--- src/rtl/ahb_line_master.sv ---
`default_nettype none
// ============================================================================
// Module      : ahb_line_master
// Description : Cache-line bus master. Accepts one fill or writeback request
//               at a time, performs a single 128-bit transfer on the bus
//               and reports completion with a one-cycle response pulse.
//               Optional feature macro: BUS_TIMEOUT_EN (abandons a transfer
//               after TIMEOUT_CYCLES wait cycles and flags resp_err).
// Revision    : 1.0 - initial release
// ============================================================================
module ahb_line_master #(
  parameter int unsigned TIMEOUT_CYCLES = 255
) (
  input  logic         HCLK,
  input  logic         HRESETn,
  input  logic         req_valid,
  input  logic         req_write,
  input  logic [31:0]  req_addr,
  input  logic [127:0] req_wdata,
  output logic         req_ready,
  output logic         resp_valid,
  output logic [127:0] resp_rdata,
  output logic         resp_err,
  output logic [31:0]  HADDR,
  output logic         HWRITE,
  output logic [127:0] HWDATA,
  input  logic [127:0] HRDATA,
  input  logic         HREADY
);

  localparam logic [1:0] ST_IDLE  = 2'd0;
  localparam logic [1:0] ST_ISSUE = 2'd1;
  localparam logic [1:0] ST_WAIT  = 2'd2;
  localparam logic [1:0] ST_RESP  = 2'd3;

  // Reject out-of-range timeout limits at elaboration time.
  generate
    if (TIMEOUT_CYCLES < 1 || TIMEOUT_CYCLES > 255) begin : g_param_check
      $error("ahb_line_master: TIMEOUT_CYCLES must be in 1..255");
    end
  endgenerate

  logic [1:0]   state_q,  state_d;
  logic         write_q,  write_d;
  logic [31:0]  haddr_q,  haddr_d;
  logic [127:0] hwdata_q, hwdata_d;
  logic [127:0] rdata_q,  rdata_d;

`ifdef BUS_TIMEOUT_EN
  // Count value seen in the last allowed wait cycle.
  localparam logic [7:0] TIMEOUT_LAST = 8'(TIMEOUT_CYCLES - 1);

  logic [7:0]   cnt_q,    cnt_d;
  logic         err_q,    err_d;
`endif

  // Next-state and datapath capture logic for the transfer FSM.
  always_comb begin
    state_d  = state_q;
    write_d  = write_q;
    haddr_d  = haddr_q;
    hwdata_d = hwdata_q;
    rdata_d  = rdata_q;
`ifdef BUS_TIMEOUT_EN
    cnt_d    = cnt_q;
    err_d    = err_q;
`endif
    case (state_q)
      ST_IDLE: begin
        if (req_valid) begin
          write_d  = req_write;
          haddr_d  = {req_addr[31:4], 4'b0000};
          hwdata_d = req_wdata;
          state_d  = ST_ISSUE;
        end
      end
      ST_ISSUE: begin
        // HREADY is deliberately not looked at here: a level left over from
        // the previous transfer must not complete this one.
        state_d = ST_WAIT;
`ifdef BUS_TIMEOUT_EN
        cnt_d   = 8'd0;
`endif
      end
      ST_WAIT: begin
        if (HREADY) begin
          rdata_d = write_q ? 128'd0 : HRDATA;
`ifdef BUS_TIMEOUT_EN
          err_d   = 1'b0;
`endif
          state_d = ST_RESP;
        end
`ifdef BUS_TIMEOUT_EN
        else if (cnt_q == TIMEOUT_LAST) begin
          rdata_d = 128'd0;
          err_d   = 1'b1;
          state_d = ST_RESP;
        end else begin
          cnt_d = cnt_q + 8'd1;
        end
`endif
      end
      ST_RESP: begin
        state_d = ST_IDLE;
      end
      default: begin
        state_d = ST_IDLE;
      end
    endcase
  end

  // State and datapath registers with synchronous active-low reset.
  always_ff @(posedge HCLK) begin
    if (!HRESETn) begin
      state_q  <= ST_IDLE;
      write_q  <= 1'b0;
      haddr_q  <= 32'd0;
      hwdata_q <= 128'd0;
      rdata_q  <= 128'd0;
`ifdef BUS_TIMEOUT_EN
      cnt_q    <= 8'd0;
      err_q    <= 1'b0;
`endif
    end else begin
      state_q  <= state_d;
      write_q  <= write_d;
      haddr_q  <= haddr_d;
      hwdata_q <= hwdata_d;
      rdata_q  <= rdata_d;
`ifdef BUS_TIMEOUT_EN
      cnt_q    <= cnt_d;
      err_q    <= err_d;
`endif
    end
  end

  // Outputs are flops or pure decodes of the state register.
  assign req_ready  = (state_q == ST_IDLE);
  assign resp_valid = (state_q == ST_RESP);
  assign resp_rdata = rdata_q;
  assign HADDR      = haddr_q;
  assign HWDATA     = hwdata_q;
  assign HWRITE     = write_q && ((state_q == ST_ISSUE) || (state_q == ST_WAIT));

`ifdef BUS_TIMEOUT_EN
  assign resp_err = err_q;
`else
  assign resp_err = 1'b0;
`endif

endmodule
`default_nettype wire

--- config.mk ---
export PLATFORM = sky130hd
export DESIGN_NAME = ahb_line_master
export DESIGN_NICKNAME = d
export VERILOG_FILES = /design/src/rtl/ahb_line_master.sv
export SDC_FILE = /design/constraint.sdc
export NUM_CORES = 1
export LEC_CHECK = 0
export CAP_MARGIN = 30
export CORE_AREA = 2 2 225 227
export DETAILED_ROUTE_END_ITERATION = 8
export DIE_AREA = 0 0 227 229
export HOLD_SLACK_MARGIN = 0.02
export PLACE_DENSITY = 0.6
export SLEW_MARGIN = 15
export SYNTH_ARGS = -nofsm -noshare
export SYNTH_HDL_FRONTEND = slang
export SYNTH_SLANG_ARGS = --single-unit
--- constraint.sdc ---
create_clock -name HCLK -period 2.6 [get_ports HCLK]
set_input_delay 0.26 -clock HCLK [delete_from_list [all_inputs] [get_ports HCLK]]
set_output_delay 0.26 -clock HCLK [all_outputs]
set_load 0.005 [all_outputs]
# Yosys cells after proc, flatten, opt, wreduce, memory -nomap -nowiden
# Cells that the tools add are included.
word_totals:
  elab_cells: 20
  output_inout_bits: 292
  reg_bits: 287
  inputBits: 293
classes:
  n_mux: 4
  n_reduce_logical: 6
  n_eq_ne: 5
op_table:
  columns: ["op", "n"]
  rows:
  - ["128-bit 2-to-1 mux", 1]
  - ["2-bit case mux with 4 select lines", 1]
  - ["2-bit AND reduction", 3]
  - ["2-bit == test (second input constant)", 2]
  - ["2-bit 2-to-1 mux", 2]
  - ["2-bit != test (second input constant)", 2]
  - ["2-bit by 1-bit == test with 1-bit output (second input constant)", 1]
  - ["2-bit zero test", 1]
  - ["1-bit logical AND", 1]
  - ["1-bit logical OR", 1]

# Depth between registers and ports, before layout
# Gate-level depths: netlist of run 1.
logic_depth:
  ltp_word: 3
  mapped_depth: 8
  ltp_nobuf: 5

# Worst setup path before layout of run 1
# OpenSTA, ideal clock, no wires.
synth_path:
  kind: "register -> register"
  start: "register state_q[0]"
  end: "register haddr_q[16] (netlist: HADDR[16])"
  arrival_ns: 1.294
  synth_period_minus_slack_ns: 1.413
  t_required_ns: 2.482
  stages_incl_launch_ff: 9
  slack_ns: 1.187
  path_buffers: 3
  cell_sequence: "dfxtp_1 > inv_1 > ha_1 > and2_1 > buf_4 > buf_12 > buf_8 > nand2_1 > a21boi_2"
synth_between:
  elab_chain_len: 2
synth_rtl:
  columns: ["item", "line", "source"]
  rows:
  - ["start, declared", "43", "logic [1:0] state_q, state_d;"]
  - ["start signal, assigned", "125", "state_q <= state_d;"]
  - ["2-bit zero test", null, null]
  - ["via req_ready", "20", "output logic req_ready,"]
  - ["2-bit AND reduction (no line)", null, null]
  - ["end signal, assigned", "127", "haddr_q <= haddr_d;"]
  - ["end, declared", "45", "logic [31:0] haddr_q, haddr_d;"]
# The timed path passes the listed nets, and every way through them passes these cells.
# A chain may end at the register's enable or synchronous reset.

# Worst setup path after layout of run 1
layout_path:
  start: "register state_q[0]"
  end: "output port HWRITE"
layout_between:
  elab_chain_len: 3
  elab_cells_between_ends: 4
  cone_classes: "eq/ne (2); reduce/logical (2)"
layout_rtl:
  columns: ["item", "line", "source"]
  rows:
  - ["2-bit by 1-bit == test with 1-bit output / 2-bit == test (equally long branches)", "143", "assign HWRITE = write_q && ((state_q == ST_ISSUE) || (state_q == ST_WAIT));"]
  - ["1-bit logical OR *", "143", null]
  - ["1-bit logical AND *", "143", null]
  - ["end, declared", "25", "output logic HWRITE,"]
# Mark *: on every way between the ends. The rest lies on a longest branch, timed or not.

==> qor.csv, run 1 <==
metric,value,unit
Final Cell Area,19100,µm²
design internal power,10200,µW
CTS tree,yes,
WL final,40.0,mm
synth-to-layout area growth,63.0,%
Slew Limit Fails,0,
Final Wtd Congestion,0.821,
post_cts resized,0,
post-route ant nets,0,
area of the multi-input gates,5230,µm²
H-tree depth,2,
crit path kind,flip-flop to output pin,
sequential fraction of the synthesis area,0.491,
relative slew slack,0.550,
grt ovf,0,
FF-to-FF Start,state_q[0],
P per Cell Area,761,nW/µm²
status,finished clean,
FP Rows,82,
Bufs on Longest Clock Path,3,
DP Wirelength,29.2,mm
Comb pwr share,0.311,
WL/cell,16.0,µm
FMAX,466,MHz
switching share of power,0.298,
crit path DAT,1.89,ns
Overall Power,14500,µW
Static Leak,0.00662,µW
largest net degree at the start of global routing,130,
Area after DPL,18000,µm²
syn avg cell area,9.19,µm²
Netlist cell types,21,
final core utilization,0.384,
Clock Skews,0.0128,ns
Ys Warns,0,
first-pass GRT wire length,59.9,mm
Sum Neg Setup Slack,0,ns
hold path depth,3,
clk_lat worst skew,0.52,ns
# DRC,0,
crit path time final,2.15,ns
die width,227,µm
Cells after Synth,1274,
cell depth of the worst flop-to-flop path,6,
GRT Util Overall,0.147,
Nets,2108,
crit-path max cell delay,0.52,ns
CP max stage cell,clkdlybuf4s50_1,
synthesized area,11700,µm²
Finish-stage setup viols,0,
FILL cells,5071,
die area,52000,µm²
crit path max fanout,3,
"reg-to-reg slack, setup",0.70,ns
max cap viols,0,
Core Area,49700,µm²
Switching Power,4330,µW
# hold bufs at CTS,0,
Reg power frac,0.367,
Hold Path Class,primary input to flip-flop,
CTS Root Cell,clkbuf_16,
reg2reg end,HWDATA[126],
crit path cell chain,inv_1 -> ha_1 -> and2_1 -> clkdlybuf4s50_1,
startpoint types,flip-flop,
Worst Tran Pin Value,0.675,ns
Peak VDD IR,512,µV
Post-CTS Setup Inserts,0,
worst min-delay path endpoint,HWDATA[93],
number of antenna violations at the first check in global routing,0,
vias in the first global route,10344,
Initial Util,0.236,
Fin. Hold Viols,0,
Final period util,0.826,
I/O pin count,585,
layout cells sized above 1,0.0966,
clock group share of total power,0.322,
Crit path max-delay family,buffers and inverters,
Crit. End Element,output pin,
DRT Pass-1 Iters,6,
Avg Vias per Cell,4.20,
worst endpoint required time,2.34,ns
DRT iter0 DRCs,429,
Port Buffers,575,
worst hold start,req_wdata[93],
crit path buf inv count,2,
clock buffer count from CTS,36,
n_diodes,0,
Seq cells post-synth,287,
Die Ht,229,µm
sequential cell area,5750,µm²
RSZ-0062 raised after global routing,false,
DR vias,10522,
Worst-path clk slew,0.06,ns
clock sink total,287,
## metrics by stage
step                      setup slack [ns]  cells  hold slack [ns]
final                                0.454   2505            0.278
after detailed placement             0.553   2446            0.441
after global placement               0.650   2446            0.436
after CTS                            0.394   2505            0.239
after global routing                 0.325   2505            0.258
after floorplan                       1.19   1278            0.395
## registers in the layout, indices dropped and copies added, names as in the netlist
signal / flops
HWDATA: 128
resp_rdata: 128
HADDR: 28
state_q: 2
write_q: 1
## synthesized netlist by cell type, drive strengths merged
cell type,number,area share
nand2,446,0.14
dfxtp,287,0.49
a21boi,285,0.21
nand3b,128,0.082
buf,62,0.047
clkbuf,52,0.017
inv,4,0.0013
and2,3,0.0017
ha,3,0.0032
a22oi,1,0.00064
conb,1,0.00032
mux2i,1,0.00085
o221a,1,0.00096
## worst register-to-register path, delay by kind of cell, from the launching register on
family	cells	cell delay [ns]
buf+inv	2	0.39
flops	1	0.32
compound gates	1	0.16
fa+ha+maj	1	0.30
simple gates	2	0.64
## power by group through the flow
stage	combinational [µW]	sequential, µW	clock [µW]
after detailed placement	4590	5420	0
after floorplan	2330	5460	0
after CTS	4610	5330	4860
final	4520	5330	4680
after global placement	4530	5400	0
after global routing	4950	5400	5030
## kinds of logic after synthesis
kind of cell | share of synthesized area
simple gates | 0.227
compound gates | 0.213
flops | 0.491
buf+inv | 0.0653
fa+ha+maj | 0.00321
mux | 0.000855
other cells | 0.000320
## layer usage
metal	up-vias	global-route usage	share of wire
met3	69	0.0473	0.083
met4	0	0.0478	0.028
met2	327	0.257	0.49
li1	5259	-	-
met1	4867	0.168	0.40
met5	-	0	0
## cells in the final DEF (no fill, tap or decap)
cell,synthesis,final
clkdlybuf4s50_1,0,574
nand2_1,446,444
dfxtp_1,287,286
a21boi_1,161,161
nand3b_1,128,128
a21boi_2,89,89
clkbuf_16,0,37
a21boi_0,35,35
buf_4,11,23
clkbuf_1,51,13
buf_12,1,12
conb_1,1,5
inv_1,4,4
clkbuf_8,0,4
ha_1,3,3
clkinv_2,0,3
and2_4,0,2
nand2_4,0,2
and2_1,2,1
a22oi_1,1,1
o221a_2,1,1
mux2i_1,1,1
clkinvlp_4,0,1
bufinv_16,0,1
buf_6,16,1
dfxtp_2,0,1
## worst max path at each step
stage	slack [ns]	endpoint	startpoint	cells after the start
2_1_floorplan	1.19	HADDR[16]	state_q[0]	8
3_3_place_gp	0.65	HADDR[12]	req_valid	5
3_5_place_dp	0.55	HWDATA[126]	req_valid	5
4_1_cts	0.39	HWRITE	state_q[0]	4
5_1_grt	0.33	HWRITE	state_q[0]	4
6_report	0.45	HWRITE	state_q[0]	4
## cell type report
cell class / count / area share
Timing Repair Buffer: 610 / 0.323
Sequential cell: 287 / 0.301
Multi-Input combinational cell: 873 / 0.274
Clock buffer: 54 / 0.0539
Tap cell: 672 / 0.0441
Clock inverter: 5 / 0.00275
Inverter: 4 / 0.000787
Note: power is estimated with default switching activity, not from simulation.
==> inputs of run 2 (changes only) <==
==> constraint.sdc (replaced) <==
create_clock -name HCLK -period 2.2 [get_ports HCLK]
set_input_delay 0.22 -clock HCLK [delete_from_list [all_inputs] [get_ports HCLK]]
set_output_delay 0.22 -clock HCLK [all_outputs]
set_load 0.005 [all_outputs]
==> run 2 against run 1 <==
  * Total power rose by 21%
  * Highest routed layer unchanged
  * First-iteration DRC count is 14% lower
  * Register-to-register slack got worse by 0.22 ns
  * Clock power grew 26%
  * Critical endpoint is now req_ready
==> qor.csv, run 2 (same netlist as run 1, synthesis figures left out) <==
metric,value,unit
WL final,40.2,mm
Crit. End Element,output pin,
DRT Pass-1 Iters,7,
Bufs on Longest Clock Path,3,
crit path time final,2.04,ns
Hold Path Class,primary input to flip-flop,
DRT iter0 DRCs,367,
RSZ-0062 raised after global routing,false,
Nets,2110,
most frequent cells in the layout,"clkdlybuf4s50_1, nand2_1, dfxtp_1",
Avg Vias per Cell,4.23,
die area,52000,µm²
first-pass GRT wire length,60.6,mm
status,finished clean,
clock sink total,287,
# DRC,0,
Final Wtd Congestion,0.790,
clk_lat worst skew,0.52,ns
Area after DPL,18100,µm²
Sum Neg Setup Slack,0,ns
Port Buffers,575,
grt ovf,0,
largest net degree at the start of global routing,130,
FILL cells,5097,
synth-to-layout area growth,64.6,%
DR vias,10633,
"reg-to-reg slack, setup",0.48,ns
Finish-stage setup viols,0,
CTS Root Cell,clkbuf_16,
number of antenna violations at the first check in global routing,0,
fin worst setup slack,0.164,ns
post-route ant nets,0,
crit path kind,flip-flop to output pin,
P per Cell Area,911,nW/µm²
die width,227,µm
cell depth of the worst flop-to-flop path,6,
worst hold start,HRESETn,
FF-to-FF Start,state_q[0],
relative slew slack,0.577,
layout cells sized above 1,0.103,
Final Cell Area,19300,µm²
reg2reg end,HWDATA[64],
Slew Limit Fails,0,
I/O pin count,585,
hold slack final,0.220,ns
H-tree depth,2,
Worst Tran Pin Value,0.634,ns
FMAX,491,MHz
WL/cell,16.0,µm
DP Wirelength,29.4,mm
"commonest non-fill, non-tap cell in the layout",clkdlybuf4s50_1,
crit path DAT,1.82,ns
hold path depth,2,
Peak VDD IR,547,µV
worst endpoint required time,1.98,ns
n_diodes,0,
# hold bufs at CTS,0,
max cap viols,0,
Post-CTS Setup Inserts,0,
post-place setup slack,0.373,ns
Worst-path clk slew,0.05,ns
CTS tree,yes,
crit path max fanout,5,
Static Leak,0.00673,µW
FP Rows,82,
vias in the first global route,10758,
Core Area,49700,µm²
clock buffer count from CTS,35,
worst min-delay path endpoint,HADDR[12],
GRT Util Overall,0.148,
Fin. Hold Viols,0,
Initial Util,0.236,
final core utilization,0.388,
startpoint types,flip-flop,
Final period util,0.925,
Die Ht,229,µm
Clock Skews,0.0135,ns
## run 2: what timing repair did
| action | CTS | global route |
|---|---|---|
| setup endpoints to repair | 0 | 1 |
| resized for setup | 0 | 2 |
| endpoints found under the hold margin | 0 | 0 |
## run 2: worst max path at each step
stage                          start             end  slack [ns]  cells past startpoint
after global routing      state_q[0]       req_ready        0.08                      3
final                     state_q[0]       req_ready        0.16                      3
after detailed placement      HREADY  resp_rdata[88]        0.37                      6
after CTS                 state_q[1]          HWRITE        0.02                      4
after global placement        HREADY  resp_rdata[17]        0.44                      6
after floorplan           state_q[0]       HADDR[16]        0.79                      8
## run 2: layer usage
metal	GRT usage	wire (µm)	share of wire	vias up
met4	0.0650	1560	0.039	0
met5	0	0	0	-
met1	0.167	16200	0.40	4949
met2	0.261	19700	0.49	337
met3	0.0396	2710	0.067	87
li1	-	-	-	5260
## run 2: critical path, cell delays in order, from the launching register on
cell             delay (ns)
dfxtp_1                0.33
inv_1                  0.09
ha_1                   0.31
clkdlybuf4s50_1        0.57
## run 2: metrics by stage
step | power, µW | std cells
floorplan | 9210 | 1278
global placement | 11700 | 2449
detailed placement | 11800 | 2449
CTS | 17900 | 2511
global route | 18600 | 2511
finish | 17600 | 2511
## run 2: power by group
group	total (µW)	switching (µW)	leakage, µW	internal (µW)
logic	5330	2550	0.00381	2780
clock network	5920	2230	0.000589	3690
registers	6310	372	0.00234	5940
total	17600	5150	0.00673	12400
## run 2: layout make-up
class / count / area [µm²] / area share
clock buffer: 53 / 1070 / 0.0553
clock inverter: 9 / 124 / 0.00643
inverter: 4 / 15.0 / 0.000779
multi-input combinational: 873 / 5230 / 0.272
sequential: 287 / 5750 / 0.298
tap: 672 / 841 / 0.0436
timing repair buffer: 613 / 6240 / 0.324
==> inputs of run 3 (changes only) <==
--- a/config.mk
+++ b/config.mk
@@ -6,11 +6,12 @@
 export NUM_CORES = 1
 export LEC_CHECK = 0
 export CAP_MARGIN = 30
-export CORE_AREA = 2 2 225 227
+export CORE_AREA = 2 2 229 231
 export DETAILED_ROUTE_END_ITERATION = 8
-export DIE_AREA = 0 0 227 229
+export DIE_AREA = 0 0 231 233
 export HOLD_SLACK_MARGIN = 0.02
-export PLACE_DENSITY = 0.6
+export PLACE_DENSITY = 0.59
+export RECOVER_POWER = 25
 export SLEW_MARGIN = 15
 export SYNTH_ARGS = -nofsm -noshare
 export SYNTH_HDL_FRONTEND = slang
==> constraint.sdc (replaced) <==
create_clock -name HCLK -period 2.4 [get_ports HCLK]
set_input_delay 0.24 -clock HCLK [delete_from_list [all_inputs] [get_ports HCLK]]
set_output_delay 0.24 -clock HCLK [all_outputs]
set_load 0.005 [all_outputs]
==> run 3 against run 2 <==
  * Wire length rose by 1.6%
  * Total power fell by 11%
  * Clock power shrank 12%
  * Setup slack gained 0.028 ns
  * Cell count is 0.24% lower
  * Design area is 1.1% lower
  * First-iteration DRC count is 12% higher
  * Clock skew rose by 0.0048 ns
  * Flip-flop and latch count unchanged
==> qor.csv, run 3 (same netlist as run 1, synthesis figures left out) <==
metric,value,unit
status,finished clean,
Sum Neg Setup Slack,0,ns
Port Buffers,575,
clock buffer count from CTS,36,
Final Wtd Congestion,0.819,
Worst-path clk slew,0.06,ns
GRT Util Overall,0.144,
Final Cell Area,19100,µm²
FILL cells,5222,
Final period util,0.920,
DRT Pass-1 Iters,7,
Finish-stage setup viols,0,
CP max stage cell,clkdlybuf4s50_1,
"reg-to-reg slack, setup",0.33,ns
most frequent cells in the layout,"nand2_1, clkdlybuf4s50_1, dfxtp_1",
FP Rows,83,
Worst Tran Pin Value,0.695,ns
die area,53800,µm²
grt ovf,0,
max cap viols,0,
Hold Path Class,primary input to flip-flop,
Initial Util,0.229,
# DRC,0,
synth-to-layout area growth,62.8,%
Bufs on Longest Clock Path,3,
Static Leak,0.00702,µW
Die Ht,233,µm
crit path time final,2.21,ns
Slew Limit Fails,0,
H-tree depth,2,
layout cells sized above 1,0.0948,
startpoint types,flip-flop,
Nets,2098,
Fin. Hold Viols,0,
clk_lat worst skew,0.53,ns
crit path kind,flip-flop to output pin,
RSZ-0062 raised after global routing,false,
relative slew slack,0.537,
CTS tree,yes,
number of antenna violations at the first check in global routing,1,
largest net degree at the start of global routing,125,
"commonest non-fill, non-tap cell in the layout",nand2_1,
worst endpoint required time,2.16,ns
crit-path max cell delay,0.54,ns
Crit. End Element,output pin,
FMAX,453,MHz
Area after DPL,17900,µm²
crit path cell chain,inv_1 -> ha_1 -> and2_1 -> clkdlybuf4s50_1,
Avg Vias per Cell,4.25,
hold path depth,2,
WL final,40.8,mm
P per Cell Area,821,nW/µm²
first-pass GRT wire length,61.1,mm
post-route ant nets,0,
# hold bufs at CTS,0,
Core Area,51100,µm²
Post-CTS Setup Inserts,0,
I/O pin count,585,
crit path DAT,1.97,ns
crit path max fanout,4,
cell depth of the worst flop-to-flop path,6,
clock sink total,287,
DRT iter0 DRCs,410,
Peak VDD IR,505,µV
WL/cell,16.3,µm
DP Wirelength,29.1,mm
Overall Power,15600,µW
Clock Skews,0.0182,ns
post_cts resized,0,
vias in the first global route,10475,
die width,231,µm
DR vias,10642,
CTS Root Cell,clkbuf_16,
post-place setup slack,0.395,ns
fin worst setup slack,0.192,ns
[run 3: cell types whose count changed in the layout (fill, tap and decap cells not counted), sizes merged]
cell | previous run | this run
buf | 39 | 26
bufinv | 3 | 1
clkbuf | 53 | 50
clkdlybuf4s50 | 573 | 435
clkinv | 6 | 7
diode | 0 | 1
dlygate4sd3 | 0 | 139
dlymetal6s2s | 1 | 0
inv | 4 | 6
[run 3: worst max-delay path, delay by kind of cell (launching register included)]
family	cells	cell delay (ns)
buf+inv	2	0.61
fa+ha+maj	1	0.31
flops	1	0.38
simple gates	1	0.13
[run 3: worst paths after layout]
check | start | end
worst min-delay path | HRESETn | HADDR[14]
worst max register to register | state_q[0] | resp_rdata[59]
worst max-delay path | state_q[1] | HWRITE
worst min register to register | resp_rdata[101] | resp_rdata[101]
[run 3: report_power, final]
group          internal, µW  total, µW  leakage (µW)  switching, µW
logic                  2340       4690       0.00413           2350
clock network          3090       5190      0.000553           2110
registers              5440       5760       0.00234            323
total                 10900      15600       0.00702           4780
[run 3: per-stage QoR]
step,hold slack (ns),utilization,cells
6_report,0.234,0.373,2505
5_1_grt,0.229,0.373,2504
4_1_cts,0.205,0.373,2504
3_5_place_dp,0.441,0.351,2444
3_3_place_gp,0.437,0.351,2444
2_1_floorplan,0.375,-,1278
[run 3: area by class of cell]
cell class,count,area [µm²],area share
flip-flops and latches,287,5750,0.302
diodes,1,2.50,0.000131
well taps,680,851,0.0446
repair buffers,600,6090,0.320
inverters,4,15.0,0.000788
clock buffers,50,1020,0.0538
clock inverters,10,93.8,0.00492
multi-input cells,873,5230,0.274
[run 3: layer usage]
metal | vias to the layer above | global-route usage | part of all wire | routed length [µm]
met2 | 330 | 0.253 | 0.50 | 20500
met5 | - | 0 | 0 | 0
met4 | 0 | 0.0474 | 0.025 | 1030
met1 | 5011 | 0.166 | 0.40 | 16400
li1 | 5238 | - | - | -
met3 | 63 | 0.0439 | 0.071 | 2920
